`src/rtl/alu_issue_stage.sv`:
```
// Issue stage for the 4-bit aluc ALU: decodes MIPS R/I instructions into ALU controls (stage D)
// and captures the ALU result into an output register (stage R), both under valid/ready flow control.
module alu_issue_stage #(
  parameter logic [5:0] HAMD_FUNCT = 6'b101000,
  parameter int         CNT_W      = 16
) (
  input  logic             clock,
  input  logic             reset,
  input  logic             in_valid,
  output logic             in_ready,
  input  logic [31:0]      inst,
  input  logic [31:0]      rs_val,
  input  logic [31:0]      rt_val,
  output logic [31:0]      alu_a,
  output logic [31:0]      alu_b,
  output logic [3:0]       alu_aluc,
  input  logic [31:0]      alu_s,
  input  logic             alu_z,
  output logic             out_valid,
  input  logic             out_ready,
  output logic [31:0]      out_result,
  output logic             out_zero,
  output logic [4:0]       out_dest,
  output logic             out_illegal,
  output logic [CNT_W-1:0] ops_done
);

  typedef struct packed {
    logic [31:0] a;
    logic [31:0] b;
    logic [3:0]  aluc;
    logic [4:0]  dest;
    logic        illegal;
  } dec_t;

  typedef struct packed {
    logic [31:0] result;
    logic        zero;
    logic [4:0]  dest;
    logic        illegal;
  } res_t;

  dec_t             dec, d_q, d_d;
  res_t             r_q, r_d;
  logic             d_valid_q, d_valid_d, r_valid_q, r_valid_d;
  logic [CNT_W-1:0] ops_q, ops_d;
  logic             r_adv, d_adv, in_fire, out_fire;

  logic [5:0]  opcode, funct;
  logic [15:0] imm;
  logic        unused_rs_field;

  assign opcode          = inst[31:26];
  assign funct           = inst[5:0];
  assign imm             = inst[15:0];
  assign unused_rs_field = ^inst[25:21];

  always_comb begin
    dec         = '0;
    dec.illegal = 1'b0;
    if (opcode == 6'b000000) begin
      dec.a    = rs_val;
      dec.b    = rt_val;
      dec.dest = inst[15:11];
      if (funct == HAMD_FUNCT) dec.aluc = 4'b1001;
      else begin
        case (funct)
          6'b100000, 6'b100001: dec.aluc = 4'b0000;
          6'b100010, 6'b100011: dec.aluc = 4'b0100;
          6'b100100:            dec.aluc = 4'b0001;
          6'b100101:            dec.aluc = 4'b0101;
          6'b100110:            dec.aluc = 4'b0010;
          // shifts take the amount from the sa field, not rs
          6'b000000: begin dec.aluc = 4'b0011; dec.a = {27'b0, inst[10:6]}; end
          6'b000010: begin dec.aluc = 4'b0111; dec.a = {27'b0, inst[10:6]}; end
          6'b000011: begin dec.aluc = 4'b1111; dec.a = {27'b0, inst[10:6]}; end
          default:              dec.illegal = 1'b1;
        endcase
      end
    end else begin
      dec.a    = rs_val;
      dec.b    = {16'b0, imm};
      dec.dest = inst[20:16];
      case (opcode)
        6'b001000: begin dec.aluc = 4'b0000; dec.b = {{16{imm[15]}}, imm}; end
        6'b001100: dec.aluc = 4'b0001;
        6'b001101: dec.aluc = 4'b0101;
        6'b001110: dec.aluc = 4'b0010;
        6'b001111: begin dec.aluc = 4'b0110; dec.a = '0; end
        default:   dec.illegal = 1'b1;
      endcase
    end
    // illegal ops still flow through the ALU as 0+0 so they retire in order
    if (dec.illegal) begin
      dec         = '0;
      dec.illegal = 1'b1;
    end
  end

  assign r_adv    = !r_valid_q || out_ready;
  assign d_adv    = d_valid_q && r_adv;
  assign in_ready = !reset && (!d_valid_q || r_adv);
  assign in_fire  = in_valid && in_ready;
  assign out_fire = r_valid_q && out_ready;

  always_comb begin
    d_d       = d_q;
    d_valid_d = d_valid_q;
    r_d       = r_q;
    r_valid_d = r_valid_q;
    ops_d     = ops_q;
    if (in_fire) begin
      d_d       = dec;
      d_valid_d = 1'b1;
    end else if (d_adv) begin
      d_valid_d = 1'b0;
    end
    if (d_adv) begin
      r_d       = '{result: alu_s, zero: alu_z, dest: d_q.dest, illegal: d_q.illegal};
      r_valid_d = 1'b1;
    end else if (out_fire) begin
      r_valid_d = 1'b0;
    end
    if (out_fire) ops_d = ops_q + 1'b1;
  end

  always_ff @(posedge clock or posedge reset) begin
    if (reset) begin
      d_q       <= '0;
      d_valid_q <= 1'b0;
      r_q       <= '0;
      r_valid_q <= 1'b0;
      ops_q     <= '0;
    end else begin
      d_q       <= d_d;
      d_valid_q <= d_valid_d;
      r_q       <= r_d;
      r_valid_q <= r_valid_d;
      ops_q     <= ops_d;
    end
  end

  assign alu_a       = d_q.a;
  assign alu_b       = d_q.b;
  assign alu_aluc    = d_q.aluc;
  assign out_valid   = r_valid_q;
  assign out_result  = r_q.result;
  assign out_zero    = r_q.zero;
  assign out_dest    = r_q.dest;
  assign out_illegal = r_q.illegal;
  assign ops_done    = ops_q;

endmodule

```
`config.mk`:
```
export PLATFORM = sky130hd
export DESIGN_NAME = alu_issue_stage
export DESIGN_NICKNAME = d
export VERILOG_FILES = /design/src/rtl/alu_issue_stage.sv
export SDC_FILE = /design/constraint.sdc
export NUM_CORES = 1
export LEC_CHECK = 0
export BUFFER_PORTS_ARGS = -buffer_cell sky130_fd_sc_hd__buf_2
export CORE_ASPECT_RATIO = 0.6
export CORE_MARGIN = 4
export CORE_UTILIZATION = 52
export CTS_CLUSTER_DIAMETER = 200
export DETAILED_ROUTE_END_ITERATION = 6
export PLACE_DENSITY = 0.93
export SETUP_SLACK_MARGIN = 0.2
export SLEW_MARGIN = 25
export SYNTH_ARGS = -nofsm -noshare
export SYNTH_HDL_FRONTEND = slang
export SYNTH_SLANG_ARGS = --single-unit
export TNS_END_PERCENT = 100
```
`constraint.sdc`:
```
create_clock -name clock -period 7.6 [get_ports clock]
set_clock_uncertainty 0.15 [all_clocks]
set_input_delay 1.14 -clock clock [delete_from_list [all_inputs] [get_ports clock]]
set_output_delay 1.14 -clock clock [all_outputs]
set_load 0.01 [all_outputs]
```
Yosys cells after proc, flatten, opt, wreduce, memory -nomap -nowiden
Cells that the tools add are included.
{ "classes": {"add_sub_neg": 1, "eq_ne": 15, "mux": 16, "n_reduce_logical": 17} }
{ "ops": {"columns": ["operator", "n"], "rows": [
  ["2-to-1 mux 74 bit", 2],
  ["2-to-1 mux 32 bit", 4],
  ["== test 6 bit (second input constant)", 8],
  ["== test 6 x 4 -> 1 bit (second input constant)", 5],
  ["one-hot mux 4 bit (7 select lines)", 1],
  ["adder 16 x 1 -> 16 bit (second input constant)", 1],
  ["== test 6 x 2 -> 1 bit (second input constant)", 2],
  ["logical NOT 6 bit", 2],
  ["one-hot mux 3 bit (4 select lines)", 1],
  ["OR reduction 10 bit", 1],
  ["2-to-1 mux 1 bit", 7],
  ["OR reduction 5 bit", 1],
  ["logical AND 1 bit", 4],
  ["2-to-1 mux 4 bit", 1],
  ["nonzero test 2 bit", 2],
  ["logical NOT 1 bit", 3],
  ["OR reduction 3 bit", 1],
  ["logical OR 1 bit", 2],
  ["OR reduction 2 bit", 1]
]} }
{ "totals": {"regBits": 131, "in_bits": 133, "output_inout_bits": 125, "elab_cells": 61} }

Longest topological paths before layout
{ "logic_depth": {"ltp_word": 6, "depth_mapped": 7, "mapped_depth_nobuf": 6} }

Worst setup path after synthesis
Ideal clock, no wire load.
{ "synth_timing": {"path_kind": "input to output", "start": "in reset", "end": "out in_ready", "arrival_ns": 4.311, "t_required_ns": 6.310, "slack_ns": 1.999, "path_stages": 2, "path_buffers": 0, "path_cell_list": "inv_1 and2_1"} }
{ "synth_via": {"elab_chain_cells": 2} }
{ "synth_rtl": {"columns": ["element", "line_no", "text"], "rows": [
  ["start, declared", "8", "input logic reset,"],
  ["logical NOT 1 bit (no line)", null, null],
  ["logical AND 1 bit", "102", "assign in_ready = !reset && (!d_valid_q || r_adv);"],
  ["end, declared", "10", "output logic in_ready,"]
]} }
No other way between the ends.

Worst setup path in the final report
{ "layout_timing": {"start": "in inst[31]", "end": "reg d_q, in the netlist alu_a[31]"} }
{ "layout_via": {"elab_chain_cells": 5} }
{ "layout_rtl": {"columns": ["element", "line_no", "text"], "rows": [
  ["start, declared", "11", "input logic [31:0] inst,"],
  ["== test 6 x 4 -> 1 bit", "84", "case (opcode)"],
  ["OR reduction 5 bit (no line)", null, null],
  ["2-to-1 mux 1 bit", "84", null],
  ["2-to-1 mux 74 bit (*)", "61", "if (opcode == 6'b000000) begin"],
  ["2-to-1 mux 74 bit (*)", "94", "if (dec.illegal) begin"],
  ["end signal, assigned", "129", "d_q <= '0;"],
  ["end signal, assigned", "135", "d_q <= d_d;"],
  ["end, declared", "43", "dec_t dec, d_q, d_d;"]
]} }
Every way passes the cells marked *; elsewhere a longest branch is shown, timed or not.
A chain may end at the register's enable or synchronous reset.

==> flow_summary.yaml <==
place:
  io_buffer_count: 252
  dp_hpwl_um: 11200
  place_area_um2: 7000
  place_congestion: 0.844
sta:
  hold_viol: 0
  holdWs_ps: 326
  setup_tns_ps: 0
  relSlewSlack_pct: 34.3
  setup-violations-final: 0
  maxSlewViolCount: 0
  post-route-period-util_pct: 50.4
  rsz0062_at_grt: "no"
  fin_crit_ps: 3830
  tightest_slew_ps: 986
  timing.fmax_mhz: 261
logic_synthesis:
  synth.avg_cell_area_um2: 11.7
  netlist-cell-type-count: 43
  ys.flop_type: "dfrtp_1"
  syn-cell-area_um2: 6140
  synthArstFlopShare_pct: 100
  synth_nets: 660
  synth_top_area_share_pct: 53.4
  synth_top_area_cell: "dfrtp_1"
  synth_edf_count: 0
  synth-seq-cells: 131
  ys_top_cells_by_area: "dfrtp_1, buf_4, mux2_2, o31ai_2, a22o_1"
  postSynthCellCount: 526
  ys_seq_area_share_pct: 53.4
  ys_warn_count: 0
power_and_ir_drop:
  comb_power_share_pct: 15.0
  p_sw_share_pct: 26.7
  clockPowerShare_pct: 44.0
  max-vdd-ir-drop_v: 0.000146
  power.density_nw_per_um2: 263
  power_switching_mw: 0.537
  p_total_mw: 2.01
  pwr-share-seq_pct: 41.0
  power.internal_mw: 1.48
  leakage_nw: 4.11
setup_path:
  worst_setup_path_end_kind: "register"
  critPathKind: "in -> reg"
  cp.arrival_ps: 4010
  worst_setup_path_start_kind: "input pin"
  worst-path-max-fanout: 41
  crit_required_ps: 7780
routing:
  routed_wl_um: 15400
  drtAntennaViolNets: 0
  drt_pass1_iterations: 5
  drt_iter0_drc: 233
  routedWlPerCell_um: 17.6
  drc: 0
  vias_per_cell: 5.29
  vias: 4640
clocking:
  clkTransAtPathRegs_ps: 60
  root_buffer: "clkbuf_16"
  cts_buffers: 17
  clock_sinks: 131
  hold_buffers: 0
  postCtsSetupBuffers: 0
  htree_levels: 4
  insertion_delay_ps: 410
  cts_tree: "done"
  cts_max_path_buffers: 2
  post_cts_resize_count: 0
final_layout:
  drive_gt1_share_pct: 50.1
  final_area_um2: 7650
  syn_to_final_growth_pct: 24.5
  fin_nets: 838
  antenna_cells: 0
  final_cell_mix: "buf_2, dfrtp_1, nand2_1"
  layout_commonest_cell: "buf_2"
  fin_util_pct: 67.0
die:
  start_util_pct: 53.8
  die_area_um2: 13700
  ios: 258
  die_y_um: 92.2
  die_x_um: 148
  rows: 30
  core-area_um2: 11400
global_routing:
  grt_use_total_pct: 22.4
  grt_max_degree: 101
  grt_pass1_vias: 4561
  antenna_found_initial: 0
  grt_pass1_wl_um: 24200
  grt-ovfl-total: 0
worst_hold_path:
  hp-class: "reg -> reg"
status:
  status: "finished, final reports clean"
flow_run:
  max_cap_viol_count: 0
## power by group through the flow
stage,clock network [mW],logic [mW],registers [mW]
after floorplan,0,0.146,0.856
after detailed placement,0,0.303,0.834
after global routing,0.941,0.328,0.833
final,0.887,0.301,0.826
after global placement,0,0.297,0.827
after CTS,0.903,0.306,0.824
## kinds of logic after synthesis
group / after synthesis / synth area share (%)
adders and majority gates: 1 / 0.204
xor gates and xnor gates: 15 / 2.14
AOI/OAI and AO/OA: 90 / 12.7
muxes: 65 / 11.5
DFF: 131 / 53.4
buffers and inverters: 102 / 10.9
and+or+nand+nor: 122 / 9.21
## critical path, cell delays in order
cell and delay, ps:
buf_2 120, or4_4 540, or3_2 850, a211o_1 490, a21oi_4 610, a22o_1 240
## through the flow
step           std cells  worst slack [ps]
6_report             877              3770
3_5_place_dp         845              3350
5_1_grt              877              3640
2_1_floorplan        526              2000
3_3_place_gp         845              3390
4_1_cts              877              3780
## area by class of cell
type	count	area [µm²]
clock inverters	14	214
flip-flops and latches	131	3280
repair buffers	255	1290
multi-input cells	293	2210
clock buffers	18	429
fillers	858	3760
inverters	6	27.5
well taps	160	200
## Yosys cell counts, drive strengths merged, types with 5 or more instances
master / n
dfrtp: 131
buf: 76
nand2: 54
mux2: 45
nor2: 28
a22o: 27
o21ai: 22
o31ai: 22
clkbuf: 20
mux2i: 20
nand3: 10
xnor2: 10
inv: 6
a21oi: 5
a32o: 5
nand4: 5
nor3: 5
xor2: 5
## flip-flops by register name, indices dropped and copies added, names as in the netlist
signal,flops
d_q,6
alu_a,32
out_result,32
alu_b,32
out_valid,1
ops_done,16
out_zero,1
alu_aluc,4
out_dest,5
out_illegal,1
d_valid_q,1
## routing by layer
layer / share of wire (%) / GRT usage (%)
met1: 41 / 29.3
met2: 48 / 36.5
met3: 9.5 / 7.70
met4: 0.94 / 5.00
met5: 0 / 0
## final timing paths
path | start | end | slack (ps) | depth (start not counted)
setup reg to reg | out_valid | alu_a[31] | 5410 | 5
hold / removal | ops_done[15] | ops_done[15] | 330 | 1
hold reg to reg | ops_done[15] | ops_done[15] | 330 | 1
setup / recovery | inst[31] | alu_a[31] | 3770 | 6
min in group asynchronous | reset | out_result[22] | 660 | 2
max in group asynchronous | reset | alu_b[7] | 5350 | 3
No activity file was read; power rests on OpenSTA's default activity.
